<file path="src/rtl/lsu_pkg.sv">
// Shared types for the load/store unit.
// Misaligned/reserved trapping is enabled by LSU_MISALIGN_TRAP_EN.
package lsu_pkg;

    typedef enum logic [1:0] {
        SZ_BYTE = 2'b00,
        SZ_HALF = 2'b01,
        SZ_WORD = 2'b10,
        SZ_RSVD = 2'b11
    } lsu_size_e;

    typedef enum logic [2:0] {
        IDLE  = 3'd0,
        LOAD  = 3'd1,
        MERGE = 3'd2,
        STORE = 3'd3,
        RESP  = 3'd4
    } lsu_state_e;

    function automatic logic is_sub(lsu_size_e s);
        return (s == SZ_BYTE) || (s == SZ_HALF);
    endfunction

endpackage

</file>
<file path="src/rtl/lsu_align.sv">
// Lane extract/extend for loads and lane merge for sub-word stores.
// Purely combinational.
module lsu_align
    import lsu_pkg::*;
(
    input  lsu_size_e   size,
    input  logic        uns,
    input  logic [1:0]  lane,
    input  logic [31:0] rdata,
    input  logic [31:0] wdata,
    output logic [31:0] ld_data,
    output logic [31:0] st_data
);

    logic [7:0]  b;
    logic [15:0] h;

    always_comb begin
        b       = rdata[8*lane +: 8];
        h       = lane[1] ? rdata[31:16] : rdata[15:0];
        ld_data = rdata;
        st_data = wdata;
        unique case (size)
            SZ_BYTE: begin
                ld_data = {{24{~uns & b[7]}}, b};
                st_data = rdata;
                st_data[8*lane +: 8] = wdata[7:0];
            end
            SZ_HALF: begin
                ld_data = {{16{~uns & h[15]}}, h};
                st_data = rdata;
                if (lane[1]) st_data[31:16] = wdata[15:0];
                else         st_data[15:0]  = wdata[15:0];
            end
            default: begin
                ld_data = rdata;
                st_data = wdata;
            end
        endcase
    end

endmodule

</file>
<file path="src/rtl/load_store_unit.sv">
// Byte/half/word load-store unit over a word-only data memory.
// Define LSU_MISALIGN_TRAP_EN to trap misaligned and reserved accesses.
module load_store_unit
    import lsu_pkg::*;
#(
    parameter int MEM_WORDS = 64
) (
    input  logic        clk,
    input  logic        rst_n,
    input  logic        req_valid,
    output logic        req_ready,
    input  logic        req_we,
    input  logic [1:0]  req_size,
    input  logic        req_unsigned,
    input  logic [31:0] req_addr,
    input  logic [31:0] req_wdata,
    output logic        rsp_valid,
    output logic [31:0] rsp_rdata,
    output logic        rsp_err,
    output logic [31:0] mem_addr,
    output logic [31:0] mem_wdata,
    output logic        mem_we,
    input  logic [31:0] mem_rdata
);

    localparam logic [31:0] MEM_LIM = 32'(MEM_WORDS);

    lsu_state_e  state;
    lsu_size_e   size_q;
    logic [31:0] addr_q;
    logic [31:0] wdata_q;
    logic [31:0] merged_q;
    logic [31:0] rdata_q;
    logic        we_q;
    logic        uns_q;
    logic        err_q;
    logic        req_err;
    logic [31:0] ld_data;
    logic [31:0] st_data;
    lsu_size_e   req_sz;

    assign req_sz = lsu_size_e'(req_size);

`ifdef LSU_MISALIGN_TRAP_EN
    assign req_err = (req_sz == SZ_HALF && req_addr[0])
                  || (req_sz == SZ_WORD && req_addr[1:0] != 2'b00)
                  || (req_sz == SZ_RSVD);
`else
    assign req_err = 1'b0;
`endif

    assign req_ready = (state == IDLE);
    assign rsp_valid = (state == RESP);
    assign rsp_rdata = rdata_q;
    assign rsp_err   = err_q;
    assign mem_addr  = {addr_q[31:2], 2'b00};
    assign mem_wdata = is_sub(size_q) ? merged_q : wdata_q;
    assign mem_we    = (state == STORE) && rst_n;

    lsu_align u_align (
        .size    (size_q),
        .uns     (uns_q),
        .lane    (addr_q[1:0]),
        .rdata   (mem_rdata),
        .wdata   (wdata_q),
        .ld_data (ld_data),
        .st_data (st_data)
    );

    always_ff @(posedge clk) begin
        if (!rst_n) begin
            state    <= IDLE;
            size_q   <= SZ_BYTE;
            addr_q   <= '0;
            wdata_q  <= '0;
            merged_q <= '0;
            rdata_q  <= '0;
            we_q     <= 1'b0;
            uns_q    <= 1'b0;
            err_q    <= 1'b0;
        end else begin
            unique case (state)
                IDLE: begin
                    if (req_valid) begin
                        addr_q  <= req_addr;
                        size_q  <= req_sz;
                        we_q    <= req_we;
                        uns_q   <= req_unsigned;
                        wdata_q <= req_wdata;
                        if (req_err) begin
                            rdata_q <= '0;
                            err_q   <= 1'b1;
                            state   <= RESP;
                        end else if (!req_we) begin
                            state <= LOAD;
                        end else if (is_sub(req_sz)) begin
                            state <= MERGE;
                        end else begin
                            state <= STORE;
                        end
                    end
                end
                LOAD: begin
                    rdata_q <= ld_data;
                    err_q   <= 1'b0;
                    state   <= RESP;
                end
                MERGE: begin
                    merged_q <= st_data;
                    state    <= STORE;
                end
                STORE: begin
                    rdata_q <= '0;
                    err_q   <= 1'b0;
                    state   <= RESP;
                end
                RESP:    state <= IDLE;
                default: state <= IDLE;
            endcase
        end
    end

    // we_q documents the latched direction; the FSM path already encodes it
    logic unused_we;
    assign unused_we = we_q;

    a_mem_range: assert property (
        @(posedge clk) mem_we |-> ({2'b00, mem_addr[31:2]} < MEM_LIM)
    );

endmodule

</file>
<file path="config.mk">
export PLATFORM = sky130hd
export DESIGN_NAME = load_store_unit
export DESIGN_NICKNAME = d
export VERILOG_FILES = /design/src/rtl/lsu_pkg.sv /design/src/rtl/lsu_align.sv /design/src/rtl/load_store_unit.sv
export SDC_FILE = /design/constraint.sdc
export NUM_CORES = 1
export LEC_CHECK = 0
export ABC_AREA = 1
export CAP_MARGIN = 20
export CORE_MARGIN = 5
export CORE_UTILIZATION = 44
export CTS_CLUSTER_DIAMETER = 80
export DETAILED_ROUTE_END_ITERATION = 8
export HOLD_SLACK_MARGIN = 0.08
export PLACE_DENSITY = 0.74
export SYNTH_ARGS = -nofsm -noshare
export SYNTH_HDL_FRONTEND = slang
export SYNTH_SLANG_ARGS = --single-unit
</file>
<file path="constraint.sdc">
create_clock -name clk -period 2.5 [get_ports clk]
set_clock_uncertainty 0.1 [all_clocks]
set_input_delay 0.5 -clock clk [delete_from_list [all_inputs] [get_ports clk]]
set_output_delay 0.5 -clock clk [all_outputs]
set_load 0.005 [all_outputs]
</file>
[Word-level counts from Yosys, hierarchy flattened]
Cells that the tools add are included.
W data, S select, Z words.
Word-level totals
  bits of input ports: 103
  output and inout port bits: 100
  word-level logic and storage cells: 42
  register bits: 134
Operators by class
  reduce and logical (&&, ||, !) cells: 9
  mux-type cells: 12
  equal/unequal tests: 7
  add/sub/neg operators: 1
  shift operators: 3
  bitwise operators: 3
Operators with widths (count)
  $pmux W32 S2: 3
  $mux W16: 3
  $neg A5 Y34: 1
  $shift A8 B34 Y32 const A: 1
  $shiftx A8 B34 Y32: 1
  $bwmux W32: 1
  $mux W32: 1
  $shiftx A32 B6 Y8: 1
  $pmux W3 S3: 1
  $eq A3 B2 Y1 const B: 2
  $eq A2 B1 Y1 const B: 2
  $logic_not A2 Y1: 2
  $eq A3 B1 Y1 const B: 1
  $eq A3 B3 Y1 const B: 1
  $logic_not A3 Y1: 1
  $mux W3: 1
  $and A1 B1 Y1: 2
  $logic_or A1 B1 Y1: 2
  $mux W2: 1
  $ne A2 B2 Y1 const B: 1
  $reduce_and A2 Y1: 1
  $reduce_bool A2 Y1: 1
  $reduce_or A2 Y1: 1
  $logic_and A1 B1 Y1: 1
  other kinds (2): 2

[Longest topological paths before layout]
  depth in word-level cells: 6
  depth in mapped cells: 11
  gate-level depth less buffers: 9

[Cells and area by module]
From an unflattened synthesis, not the netlist that was laid out.
Unflattened totals
  cells, all modules: 1389
  area, all modules: 8395.6 um2
Modules (own cells, without submodules)
  load_store_unit: area an instance 6342.3 um2, instances 1, cells an instance 980
  lsu_align: area an instance 2053.2 um2, instances 1, cells an instance 409

[Worst setup path after synthesis]
Ideal clock, no wire load.
  kind: register to register
  from: reg addr_q[1]
  to: reg merged_q[6]
  slack: 0.407 ns
  data arrival time: 1.866 ns
  path buffers: 3
  required time: 2.274 ns
  clock period less this slack: 2.093 ns
  library setup time: 0.126 ns
  cell stages (with the launch flop): 11
  path through: dfxtp_1 > buf_2 > clkinv_2 > clkbuf_1 > ha_1 > clkbuf_1 > inv_1 > nand2_1 > o21ai_0 > o211ai_1 > a31oi_1
On the way
  longest elaborated chain between the ends: 4
  elaborated cells between the ends (all ways): 6
RTL lines
  from (decl): line load_store_unit.sv:30  | logic [31:0] addr_q;
  from (signal assigned): line load_store_unit.sv:85  | addr_q <= req_addr;
  $neg A5 Y34: line lsu_align.sv:27  | st_data[8*lane +: 8] = wdata[7:0];
  $shiftx A8 B34 Y32 or $shift A8 B34 Y32 (tied branches): line lsu_align.sv:27
  $bwmux W32: line lsu_align.sv:27
  $pmux W32 S2 (*): line lsu_align.sv:23  | unique case (size)
  to (signal assigned): line load_store_unit.sv:109  | merged_q <= st_data;
  to (decl): line load_store_unit.sv:32  | logic [31:0] merged_q;
Mark *: on every way between the ends. The rest lies on a longest branch, timed or not.
A chain may end at the register's enable or synchronous reset.

[Worst setup path in the final report]
  from: reg size_q[1]
  to: out mem_wdata[27]
On the way
  longest elaborated chain between the ends: 3
  elaborated cells between the ends (all ways): 4
RTL lines
  from (decl): line load_store_unit.sv:29  | lsu_size_e size_q;
  from (signal assigned): line load_store_unit.sv:86  | size_q <= req_sz;
  $eq A2 B1 Y1 or $logic_not A2 Y1 (tied branches): line lsu_pkg.sv:21  | return (s == SZ_BYTE) || (s == SZ_HALF);
  $logic_or A1 B1 Y1 (*): line lsu_pkg.sv:21
  $mux W32 (*): line load_store_unit.sv:57  | assign mem_wdata = is_sub(size_q) ? merged_q : wdata_q;
  to (decl): line load_store_unit.sv:21  | output logic [31:0] mem_wdata,
Marks and branches as above.

==> reports/results.txt <==
Run status - completed
Ports - 203
WP data arrival - 1.81 ns
Top FF cell, synth - dfxtp_1
Clock Tree Buf Depth - 2
Start point of the worst hold path - addr_q[18]$_SDFFE_PN0P_
Initial Utilization - 44.4%
Largest area contributor in the netlist - dfxtp_1
Syn avg cell area - 6.81 sq um
H-tree levels - 4
First-pass GRT wire length - 40700 microns
DRC errors left - 0
Hold WC Path Type - register to register
Vias in the first global route - 7531
Top post-synthesis cells by count - 226 x nand2_1, 203 x a21oi_1, 147 x o21ai_0
Die ar. - 19200 sq um
Root buffer cell - clkbuf_16
Initial antenna violation count - 0
Rel. slew slack - 39.9%
Drt wl/cell - 18.1 microns
CP Buf/Inv Count - 3
1st-iter DRT viols - 980
Leakage power - 3.69 nW
Slew @ Worst Pin - 0.902 ns
Syn Inst Count - 1069
Final period utilization - 96.3%
Post-DP HPWL - 18100 microns
Via count - 8004
Fillers - 1537
Fin util - 59.4%
Total grt overflow - 0
Critical path capture point type - output pin
Pwr per Cell Area - 723 nW/um^2
Sum of negative setup slack - 0 ns
Combinational fraction of design power - 28.5%
Final setup fails - 0
EDFF count, synth - 0
RR Startpoint - addr_q[1]$_SDFFE_PN0P_
Nets - 1304
Largest net degree at the start of global routing - 80
Worst Reg-to-Reg Cells - 7
Critical path's slowest cell - clkdlybuf4s50_1
CTS buffer count - 17
R2r endpoint - merged_q[7]$_SDFFE_PN0P_
P_int - 4.71 mW
P_sw - 2.34 mW
Fin crit period - 2.41 ns
Max Cap Viol - 0
RePlAce Congestion - 0.988
Worst R2R Setup Slack - 0.34 ns
Die Height - 139 microns
RSZ-0062 raised after global routing - true
Area growth syn-to-layout - 34.0%
CTS clk-pin slew, worst paths - 0.06 ns
Post-synth top area share - 36.9%
Row count - 47
Synthesized flop and latch total - 134
Element type at the critical path start - register
Core area - 16400 sq um
Clock insertion delay at the later pin of the skew report - 0.43 ns
GRT Util Overall - 26.1%
Die X - 139 microns
Crit path largest cell delay - 0.57 ns
Port-buffer cells - 199
Fraction of registers with async set/reset - 0%
Max IR drop VDD - 582 uV
Sequential fraction of design power - 35.5%
Clock tree from TritonCTS - built
Clock share of power - 35.9%
Most frequent cell after synthesis - nand2_1
Top delay family on crit path - buffers and inverters
Worst-path maximum fanout - 37
Worst Setup Path Type - register to output pin
Seq/Total Area, Yosys - 36.9%
Critical Path, Cell by Cell - clkinv_8 -> buf_8 -> nand2_1 -> nand2_1 -> clkdlybuf4s50_1
Post-CTS setup buffer count - 0
Synth warnings - 0
Layout cells sized above 1 - 8.11%
Hold path depth - 2
Min-Delay Endpoint - addr_q[18]$_SDFFE_PN0P_
Yosys cell types - 28
Antenna diodes - 0
FMAX - 415 MHz
Most Frequent Cell on Critical Path - nand2_1
Via density - 5.60
Sw frac - 33.1%
Largest cells by area after synthesis - dfxtp_1 37%, a21oi_1 14%, nand2_1 12%
Fin. Hold Viols - 0
Drt pass-1 iters - 7
Num Clock Sinks - 134
Post-Syn Area - 7280 sq um
Hold buffer count at cts - 0
Drt total wl - 25900 microns
CP required - 1.90 ns
Final Max Tran Viols - 0
Antenna viol nets, final - 0
-- cells by family (layout without fill, tap and decap cells) --
logic type               count (synthesis)  count (layout)  synth area share [%]
AO/OA/AOI/OAI                          425             425                  31.2
AND/OR/NAND/NOR                        327             327                  18.9
buffers and inverters                  177             315                  12.2
flip-flops                             134             134                  36.9
adder cells (fa/ha/maj)                  5               5                 0.860
other                                    1               3                0.0515
-- through the flow --
step	std cells	hold WS (ns)	power [mW]	worst slack [ns]	cell area, sq um
CTS	1429	0.362	7.07	0.0100	9740
finish	1429	0.358	7.05	0.0930	9750
global placement	1396	0.347	4.47	-0.0941	9100
floorplan	1071	0.340	3.72	0.407	7290
global route	1429	0.382	7.41	-0.00511	9750
detailed placement	1396	0.353	4.50	-0.0566	9100
-- cells in the final DEF (no fill, tap or decap), drive strengths merged, types with 19 or more instances in the layout --
cell,synthesis,routed
nand2,241,241
a21oi,213,213
clkdlybuf4s50,0,197
o21ai,154,154
dfxtp,134,134
nand3,61,61
inv,58,60
a31oi,32,32
o211ai,25,25
buf,68,24
nor2,23,23
clkbuf,49,19
-- flip-flops by register name, indices dropped and copies added, names as in the netlist --
register / flops
uns_q: 1
wdata_q: 32
size_q: 2
addr_q: 32
merged_q: 32
rsp_rdata: 32
state: 3
-- how the worst max path moves through the flow --
stage / endpoint / startpoint / cells after the start
2_1_floorplan: merged_q[6]$_SDFFE_PN0P_ / addr_q[1]$_SDFFE_PN0P_ / 10
3_3_place_gp: mem_we / rst_n / 4
3_5_place_dp: mem_we / rst_n / 4
4_1_cts: mem_wdata[27] / size_q[1]$_SDFFE_PN0P_ / 5
5_1_grt: mem_wdata[14] / size_q[1]$_SDFFE_PN0P_ / 3
6_report: mem_wdata[27] / size_q[1]$_SDFFE_PN0P_ / 5
-- metal layers --
metal | part of all wire (%) | GRT usage, % | routed length [microns] | up-vias
li1 | - | - | - | 3860
met1 | 41 | 33.9 | 10600 | 3620
met2 | 43 | 39.6 | 11300 | 445
met3 | 11 | 8.28 | 2970 | 79
met4 | 4.2 | 12.2 | 1080 | 0
met5 | 0 | 0 | 0 | -
-- worst reg2reg max path: stages, from the launching register on --
cell and delay, ns:
dfxtp_2 0.33, clkinv_2 0.20, ha_1 0.47, inv_1 0.25
nand2_1 0.24, o21ai_0 0.21, o211ai_1 0.10, a31oi_1 0.17
-- power groups by stage --
stage	clock (mW)	combinational, mW	sequential [mW]
after floorplan	0	1.22	2.50
final	2.53	2.01	2.51
after global routing	2.68	2.19	2.53
after CTS	2.58	1.99	2.50
after global placement	0	1.94	2.53
after detailed placement	0	1.96	2.54
-- layout make-up --
class	count	area [sq um]	share of cell area, %
inverters	60	239	2.45
well taps	220	275	2.82
multi-input cells	760	3720	38.2
repair buffers	223	2220	22.8
clock inverters	13	149	1.53
clock buffers	19	453	4.64
flip-flops and latches	134	2690	27.6
-- repair_timing --
| action | in CTS | in global routing |
|---|---|---|
| endpoints found under the setup margin | 14 | 13 |
| resized for setup | 3 | 6 |
| hold endpoints to repair | 0 | 0 |
| gates cloned | 1 | 0 |
| pin swaps | 0 | 0 |
(Power assumes the default switching activity.)
